`config.mk`:
```
export PLATFORM = sky130hd
export DESIGN_NAME = spi_tx_arbiter_flat
export DESIGN_NICKNAME = d
export VERILOG_FILES = /design/src/rtl/spi_tx_arbiter_if.sv /design/src/rtl/spi_tx_arbiter.sv /design/src/flat_wrapper.sv
export SDC_FILE = /design/constraint.sdc
export NUM_CORES = 1
export LEC_CHECK = 0
export CORE_MARGIN = 3
export CORE_UTILIZATION = 57
export CTS_CLUSTER_DIAMETER = 200
export DETAILED_ROUTE_END_ITERATION = 10
export HOLD_SLACK_MARGIN = 0.15
export PLACE_DENSITY = 0.86
export SKIP_LAST_GASP = 1
export SLEW_MARGIN = 10
export SYNTH_ARGS = -nofsm -noshare
export SYNTH_HDL_FRONTEND = slang
export SYNTH_SLANG_ARGS = --single-unit
```
`constraint.sdc`:
```
create_clock -name clk -period 3.4 [get_ports clk]
set_input_delay 0.34 -clock clk [delete_from_list [all_inputs] [get_ports clk]]
set_output_delay 0.34 -clock clk [all_outputs]
set_load 0.02 [all_outputs]
```
`src/rtl/spi_tx_arbiter_if.sv`:
```
// Handshake and byte-stream signals between two requesters, the arbiter and
// the SPI master core. The arbiter uses the slave modport. The driving side
// uses the master modport.
interface spi_tx_arbiter_if;
  logic       a_valid;
  logic [7:0] a_data;
  logic       a_dc;
  logic       a_last;
  logic       a_ready;
  logic       b_valid;
  logic [7:0] b_data;
  logic       b_dc;
  logic       b_last;
  logic       b_ready;
  logic       spi_onoff;
  logic [7:0] spi_data;
  logic       spi_valid;
  logic       dc;
  logic       owner;
  logic       locked;
  logic       err_timeout;

  modport slave (
    input  a_valid, a_data, a_dc, a_last,
    output a_ready,
    input  b_valid, b_data, b_dc, b_last,
    output b_ready,
    output spi_onoff, spi_data, dc,
    input  spi_valid,
    output owner, locked, err_timeout
  );

  modport master (
    output a_valid, a_data, a_dc, a_last,
    input  a_ready,
    output b_valid, b_data, b_dc, b_last,
    input  b_ready,
    input  spi_onoff, spi_data, dc,
    output spi_valid,
    input  owner, locked, err_timeout
  );
endinterface

```
`src/rtl/spi_tx_arbiter.sv`:
```
// Two-requester byte arbiter in front of an SPI master core. Frames lock the
// bus to one requester until its last byte is sent. Ties use round-robin.
// Each byte is held stable while the core shifts it out, and a fixed idle
// gap follows each byte.
module spi_tx_arbiter #(
  parameter int unsigned GAP_CYCLES = 4,
  parameter int unsigned TIMEOUT    = 4096
) (
  input  logic             clk,
  input  logic             reset,
  spi_tx_arbiter_if.slave  bus
);

  typedef enum logic [1:0] {IDLE, SEND, GAP} state_t;

  localparam logic [15:0] TO_LAST  = 16'(TIMEOUT - 1);
  localparam logic [15:0] GAP_INIT = 16'(GAP_CYCLES);

  state_t      state;
  logic [15:0] cnt;
  logic        onoff_q;
  logic [7:0]  data_q;
  logic        dc_q;
  logic        owner_q;
  logic        locked_q;
  logic        err_q;
  logic        grant_a;
  logic        grant_b;

  // Grant decision in IDLE. A locked frame admits only its owner, and a tie
  // goes to the requester that was not served last. Reset masks both grants.
  always_comb begin
    grant_a = 1'b0;
    grant_b = 1'b0;
    if (state == IDLE && !reset) begin
      if (locked_q) begin
        grant_a = bus.a_valid && !owner_q;
        grant_b = bus.b_valid &&  owner_q;
      end else if (bus.a_valid && bus.b_valid) begin
        grant_a = owner_q;
        grant_b = !owner_q;
      end else begin
        grant_a = bus.a_valid;
        grant_b = bus.b_valid;
      end
    end
  end

  assign bus.a_ready     = grant_a;
  assign bus.b_ready     = grant_b;
  assign bus.spi_onoff   = onoff_q;
  assign bus.spi_data    = data_q;
  assign bus.dc          = dc_q;
  assign bus.owner       = owner_q;
  assign bus.locked      = locked_q;
  assign bus.err_timeout = err_q;

  // Arbiter FSM with all outputs registered. The hold register doubles as
  // spi_data/dc, so both keep their last value outside SEND.
  always_ff @(posedge clk or posedge reset) begin
    if (reset) begin
      state    <= IDLE;
      cnt      <= '0;
      onoff_q  <= 1'b0;
      data_q   <= '0;
      dc_q     <= 1'b0;
      owner_q  <= 1'b1;
      locked_q <= 1'b0;
      err_q    <= 1'b0;
    end else begin
      case (state)
        IDLE: begin
          if (grant_a || grant_b) begin
            data_q   <= grant_b ? bus.b_data : bus.a_data;
            dc_q     <= grant_b ? bus.b_dc   : bus.a_dc;
            owner_q  <= grant_b;
            locked_q <= grant_b ? !bus.b_last : !bus.a_last;
            onoff_q  <= 1'b1;
            cnt      <= '0;
            state    <= SEND;
          end
        end
        SEND: begin
          // A completion that arrives in the timeout cycle counts as success.
          if (bus.spi_valid) begin
            onoff_q <= 1'b0;
            cnt     <= GAP_INIT;
            state   <= GAP;
          end else if (cnt == TO_LAST) begin
            err_q    <= 1'b1;
            locked_q <= 1'b0;
            onoff_q  <= 1'b0;
            cnt      <= GAP_INIT;
            state    <= GAP;
          end else begin
            cnt <= cnt + 16'd1;
          end
        end
        GAP: begin
          if (cnt == 16'd1) begin
            cnt   <= '0;
            state <= IDLE;
          end else begin
            cnt <= cnt - 16'd1;
          end
        end
        default: state <= IDLE;
      endcase
    end
  end

endmodule

```
`src/flat_wrapper.sv`:
```
// flat-port wrapper written by rule: the top's interface ports become plain ports
module spi_tx_arbiter_flat 
#(
  parameter int unsigned GAP_CYCLES = 4,
  parameter int unsigned TIMEOUT    = 4096
)
  (clk, reset, bus_a_valid, bus_a_data, bus_a_dc, bus_a_last, bus_a_ready, bus_b_valid, bus_b_data, bus_b_dc, bus_b_last, bus_b_ready, bus_spi_onoff, bus_spi_data, bus_dc, bus_spi_valid, bus_owner, bus_locked, bus_err_timeout);
  spi_tx_arbiter_if bus_i ();
  input  logic clk;
  input  logic reset;
  input wire logic [$bits(bus_i.a_valid)-1:0] bus_a_valid;
  input wire logic [$bits(bus_i.a_data)-1:0] bus_a_data;
  input wire logic [$bits(bus_i.a_dc)-1:0] bus_a_dc;
  input wire logic [$bits(bus_i.a_last)-1:0] bus_a_last;
  output wire logic [$bits(bus_i.a_ready)-1:0] bus_a_ready;
  input wire logic [$bits(bus_i.b_valid)-1:0] bus_b_valid;
  input wire logic [$bits(bus_i.b_data)-1:0] bus_b_data;
  input wire logic [$bits(bus_i.b_dc)-1:0] bus_b_dc;
  input wire logic [$bits(bus_i.b_last)-1:0] bus_b_last;
  output wire logic [$bits(bus_i.b_ready)-1:0] bus_b_ready;
  output wire logic [$bits(bus_i.spi_onoff)-1:0] bus_spi_onoff;
  output wire logic [$bits(bus_i.spi_data)-1:0] bus_spi_data;
  output wire logic [$bits(bus_i.dc)-1:0] bus_dc;
  input wire logic [$bits(bus_i.spi_valid)-1:0] bus_spi_valid;
  output wire logic [$bits(bus_i.owner)-1:0] bus_owner;
  output wire logic [$bits(bus_i.locked)-1:0] bus_locked;
  output wire logic [$bits(bus_i.err_timeout)-1:0] bus_err_timeout;
  assign bus_i.a_valid = bus_a_valid;
  assign bus_i.a_data = bus_a_data;
  assign bus_i.a_dc = bus_a_dc;
  assign bus_i.a_last = bus_a_last;
  assign bus_a_ready = bus_i.a_ready;
  assign bus_i.b_valid = bus_b_valid;
  assign bus_i.b_data = bus_b_data;
  assign bus_i.b_dc = bus_b_dc;
  assign bus_i.b_last = bus_b_last;
  assign bus_b_ready = bus_i.b_ready;
  assign bus_spi_onoff = bus_i.spi_onoff;
  assign bus_spi_data = bus_i.spi_data;
  assign bus_dc = bus_i.dc;
  assign bus_i.spi_valid = bus_spi_valid;
  assign bus_owner = bus_i.owner;
  assign bus_locked = bus_i.locked;
  assign bus_err_timeout = bus_i.err_timeout;
  spi_tx_arbiter #(.GAP_CYCLES(GAP_CYCLES), .TIMEOUT(TIMEOUT)) u_core (.clk(clk), .reset(reset), .bus(bus_i));
endmodule
```
Word level (Yosys, flattened, before mapping)
Cells that the tools add are included. Widths: inputs -> output; s select.

$add $sub $neg: 2. Equal/unequal tests: 9. Multiplexer cells: 26. Bitwise operators: 1. Reductions and logical operators: 18.

Operators by type and width (number): $mux 16 (4); $pmux 16 s3 (1); $add 16x1->16 const B (1); $eq 16x1->1 const B (1); $eq 16x12->1 const B (1); $sub 16x1->16 const B (1); $mux 1 (13); $reduce_and 3->1 (3); $mux 2 (4); $mux 8 (1); $pmux 2 s3 (1); $logic_and 1x1->1 (4); $logic_not 1->1 (4); $ne 2x1->1 const B (2); $ne 2x2->1 const B (2); $pmux 1 s2 (2); $reduce_and 2->1 (2); $reduce_and 4->1 (1); $ne 3x2->1 const B (1); $reduce_bool 3->1 (1); $eq 2x1->1 const B (1); $eq 2x2->1 const B (1); $logic_not 2->1 (1); $reduce_bool 2->1 (1); other kinds (2) (2).

Flip-flop bits (word level): 31. Bits of input ports: 25. Output and inout bits: 15.

Logic depth before layout (Yosys ltp)
Depth after elaboration: 7. Gate-level depth with buffers: 9. Gate-level depth less buffers: 8.

Worst setup path after synthesis
Ideal clock, no wire load.

Path kind: flip-flop to output port. From: register u_core.state[0]. To: output port bus_a_ready. Arrival: 1909 ps. Required time: 3060 ps. Path slack: 1151 ps. Cell stages (with the launch flop): 5. Path buffers: 0. Cell sequence: dfrtp_1 > inv_1 > ha_1 > nand2b_1 > a2111oi_0.

Longest elaborated chain between the ends: 3.

Ends and longest elaborated chain: from (decl) (RTL line spi_tx_arbiter.sv:19) `state_t state;`; from (signal assigned) (RTL line spi_tx_arbiter.sv:62) `state <= IDLE;`; from (signal assigned) (RTL line spi_tx_arbiter.sv:80) `state <= SEND;`; from (signal assigned) (RTL line spi_tx_arbiter.sv:88) `state <= GAP;`; $logic_not 2->1 (RTL line spi_tx_arbiter.sv:35) `if (state == IDLE && !reset) begin`; $logic_and 1x1->1 (RTL line spi_tx_arbiter.sv:35); $mux 1 (RTL line spi_tx_arbiter.sv:35); to (decl) (RTL line flat_wrapper.sv:15) `output wire logic [$bits(bus_i.a_ready)-1:0] bus_a_ready;`.

No other way between the ends.

Worst setup path after layout
From: register u_core.state[0]. To: output port bus_b_ready.

Longest elaborated chain between the ends: 3.

Ends and longest elaborated chain: $logic_not 2->1 (RTL line spi_tx_arbiter.sv:35); $logic_and 1x1->1 (RTL line spi_tx_arbiter.sv:35); $mux 1 (RTL line spi_tx_arbiter.sv:35); to (decl) (RTL line flat_wrapper.sv:20) `output wire logic [$bits(bus_i.b_ready)-1:0] bus_b_ready;`.

No other way between the ends.

==> flow_summary.yaml <==
run_status:
  outcome: "complete, no violations"
critical_path:
  path_max_fanout: 3
  r2r-start: "u_core.cnt[8]"
  crit_type: "flop to primary output"
  critical_path_arrival_ns: 2.30
  end_kind: "primary output"
  crit_start: "u_core.state[0]"
  worstPathRequired_ns: 3.06
  critPathLaunchType: "flop"
die:
  fp.dieW_um: 68.8
  die_h_um: 68.8
  dieArea_sq_um: 4730
  rows: 22
  io_pins: 40
  coreArea_sq_um: 3720
  start_util: 0.604
layout:
  multi_input_area_sq_um: 1350
  fill_cells: 292
  area_growth_pct: 22.4
  area.sequential_sq_um: 777
  antenna_cells: 0
  drive_gt1_frac: 0.0872
  nNetsFinal: 328
  stdcell_count: 346
power:
  finalPower_w: 0.00234
  p_leak_nw: 1.16
  peakVddDrop_uv: 465
  p_per_area_nw_per_um2: 850
sta:
  fin_crit_ns: 2.64
  finClkSkew_ns: 0.00590
  whs_ns: 0.481
  min_period_over_period: 0.778
  slew_headroom: 0.555
  fmax_mhz: 378
  setup_violations: 0
  hold_viol_final: 0
  rsz0062_at_grt: "no"
  slew_viol_final: 0
  worst_pin_slew_ns: 0.668
  finalSetupTns_ns: 0
yosys:
  post-synth-top-count-cell: "o21ai_0"
  syn_nets: 294
  synth_cells: 263
  synth_edf_count: 0
  netlist_area_sq_um: 2240
  synth.yosys.seq_area_share: 0.346
  synthTopCellsByCount: "o21ai_0 (31), dfrtp_1 (30), nand2_1 (29)"
  synth-async-reset-ratio: 1.00
  synth_top_area_frac: 0.334
  syn_area_per_cell_sq_um: 8.53
  yosys_warnings: 0
  synth_area_leaders: "dfrtp_1 (33%), o21ai_0 (6.9%), nand2_1 (4.8%), mux2i_1 (4.5%), ha_1 (3.3%)"
  synth.distinct_cells: 57
  ys_seq_elements: 31
  yosysTopAreaCell: "dfrtp_1"
  synth_flop_cell: "dfrtp_1"
place:
  io_buffers: 39
  post-dp-hpwl_mm: 4.07
  gp_congestion: 0.919
  placedCellCount: 338
clock_tree:
  cts_setup_buffers: 0
  cts_tree: "yes"
  clk-insertion-delay-late_ns: 0.28
  h-tree-depth: 2
  cts_resized: 0
  cts_hold_buf: 0
  cts_root_buf: "clkbuf_8"
  cts.clk_slew.worst_paths_ns: 0.07
  cts_buffers: 5
  cts_sinks: 31
  clockBufferDepth: 2
drt:
  vias: 2172
  drt_iter0_markers: 234
  wl_per_cell_um: 16.3
  avgViaCountPerCell: 6.28
  drtPass1Iterations: 6
  routed_wl_mm: 5.66
  drc_errors: 0
  drtAntennaViolNets: 0
run:
  drv_cap: 0
global_route:
  grt_usage: 0.259
  antenna_found_initial: 0
  grt_pass1_wl_mm: 9.28
  gr-total-overflow: 0
  grt_max_degree: 32
  grt_pass1_vias: 2014
worst_hold_path:
  hold_path_class: "flop to flop"
  hold_start: "u_core.bus.spi_data[4]"
-- cells in the final DEF (no fill, tap or decap), types with 2 or more instances in the layout --
| cell type | synthesis | layout |
|---|---|---|
| clkdlybuf4s50_1 | 0 | 39 |
| o21ai_0 | 31 | 31 |
| dfrtp_1 | 30 | 30 |
| nand2_1 | 29 | 29 |
| nor2_1 | 12 | 12 |
| inv_1 | 11 | 11 |
| a21oi_1 | 11 | 11 |
| nand3_1 | 11 | 11 |
| mux2i_1 | 10 | 10 |
| nor3_1 | 8 | 8 |
| clkbuf_8 | 0 | 7 |
| nand4_1 | 6 | 6 |
| ha_1 | 6 | 6 |
| and3_1 | 5 | 5 |
| a31oi_1 | 5 | 5 |
| nand2b_1 | 4 | 4 |
| o21ai_1 | 4 | 4 |
| a221oi_1 | 4 | 4 |
| a211oi_1 | 4 | 4 |
| buf_4 | 0 | 4 |
| and4_1 | 3 | 3 |
| o21a_1 | 3 | 3 |
| or3_1 | 3 | 3 |
| a22o_1 | 3 | 3 |
| o22ai_1 | 3 | 3 |
| nor3_2 | 2 | 2 |
| o21ai_2 | 2 | 2 |
| nor2b_1 | 2 | 2 |
| and2_1 | 2 | 2 |
| o31ai_1 | 2 | 2 |
| or4_1 | 2 | 2 |
| mux2_2 | 2 | 2 |
| o22a_1 | 2 | 2 |
| xor2_1 | 2 | 2 |
-- state kept, by name, indices dropped and copies added, names as in the netlist --
name and flops:
u_core.bus.dc 1, u_core.bus.err_timeout 1, u_core.bus.locked 1, u_core.bus.owner 1
u_core.bus.spi_data 8, u_core.bus.spi_onoff 1, u_core.cnt 16, u_core.state 2
-- final timing paths --
path	to	slack [ns]	cells after the start
hold / removal	u_core.bus.spi_data[4]	0.48	2
setup / recovery	bus_b_ready	0.76	6
setup reg to reg	u_core.state[1]	0.81	6
max in group asynchronous	u_core.bus.owner	2.55	3
hold reg to reg	u_core.bus.spi_data[4]	0.48	2
min in group asynchronous	u_core.bus.locked	0.54	3
-- layer usage --
metal	vias up	share of wire	GRT usage
li1	1053	-	-
met1	1003	0.42	0.337
met2	104	0.48	0.416
met3	12	0.079	0.0600
met4	0	0.018	0.0998
met5	-	0	0
-- power by group --
group | leakage [nW] | switching [W] | internal, W
sequential | 0.402 | 0.000190 | 0.000512
combinational | 0.705 | 0.000760 | 0.000555
clock | 0.0515 | 0.000135 | 0.000185
-- area by class of cell --
cell class,count,area share
repair buffers,43,0.153
well taps,48,0.0219
multi-input cells,205,0.491
flip-flops and latches,31,0.283
inverters,11,0.0150
clock buffers,8,0.0364
-- logic make-up (layout without fill, tap and decap cells) --
logic type	count (synthesis)	count (layout)	share of synthesized area
AND/OR/NAND/NOR	97	97	0.238
AO/OA/AOI/OAI	87	87	0.262
flip-flops	31	31	0.346
buffers and inverters	27	62	0.0530
multiplexers	13	13	0.0596
adder cells (fa/ha/maj)	6	6	0.0334
XOR/XNOR	2	2	0.00781
-- stage by stage --
step           cell area, sq um  setup WS (ns)   util
3_3_place_gp               2650          0.850  0.712
4_1_cts                    2750          0.756  0.739
5_1_grt                    2750          0.549  0.739
2_1_floorplan              2240           1.15      -
6_report                   2750          0.756  0.739
3_5_place_dp               2650          0.843  0.712
-- worst max-delay path, stage by stage, from the launching register on --
cell and delay, ns:
dfrtp_1 0.40, inv_1 0.09, ha_1 0.20, nand2b_1 0.10, or4b_1 0.55, inv_1 0.08, clkdlybuf4s50_1 0.60
No activity file was read; power rests on OpenSTA's default activity.
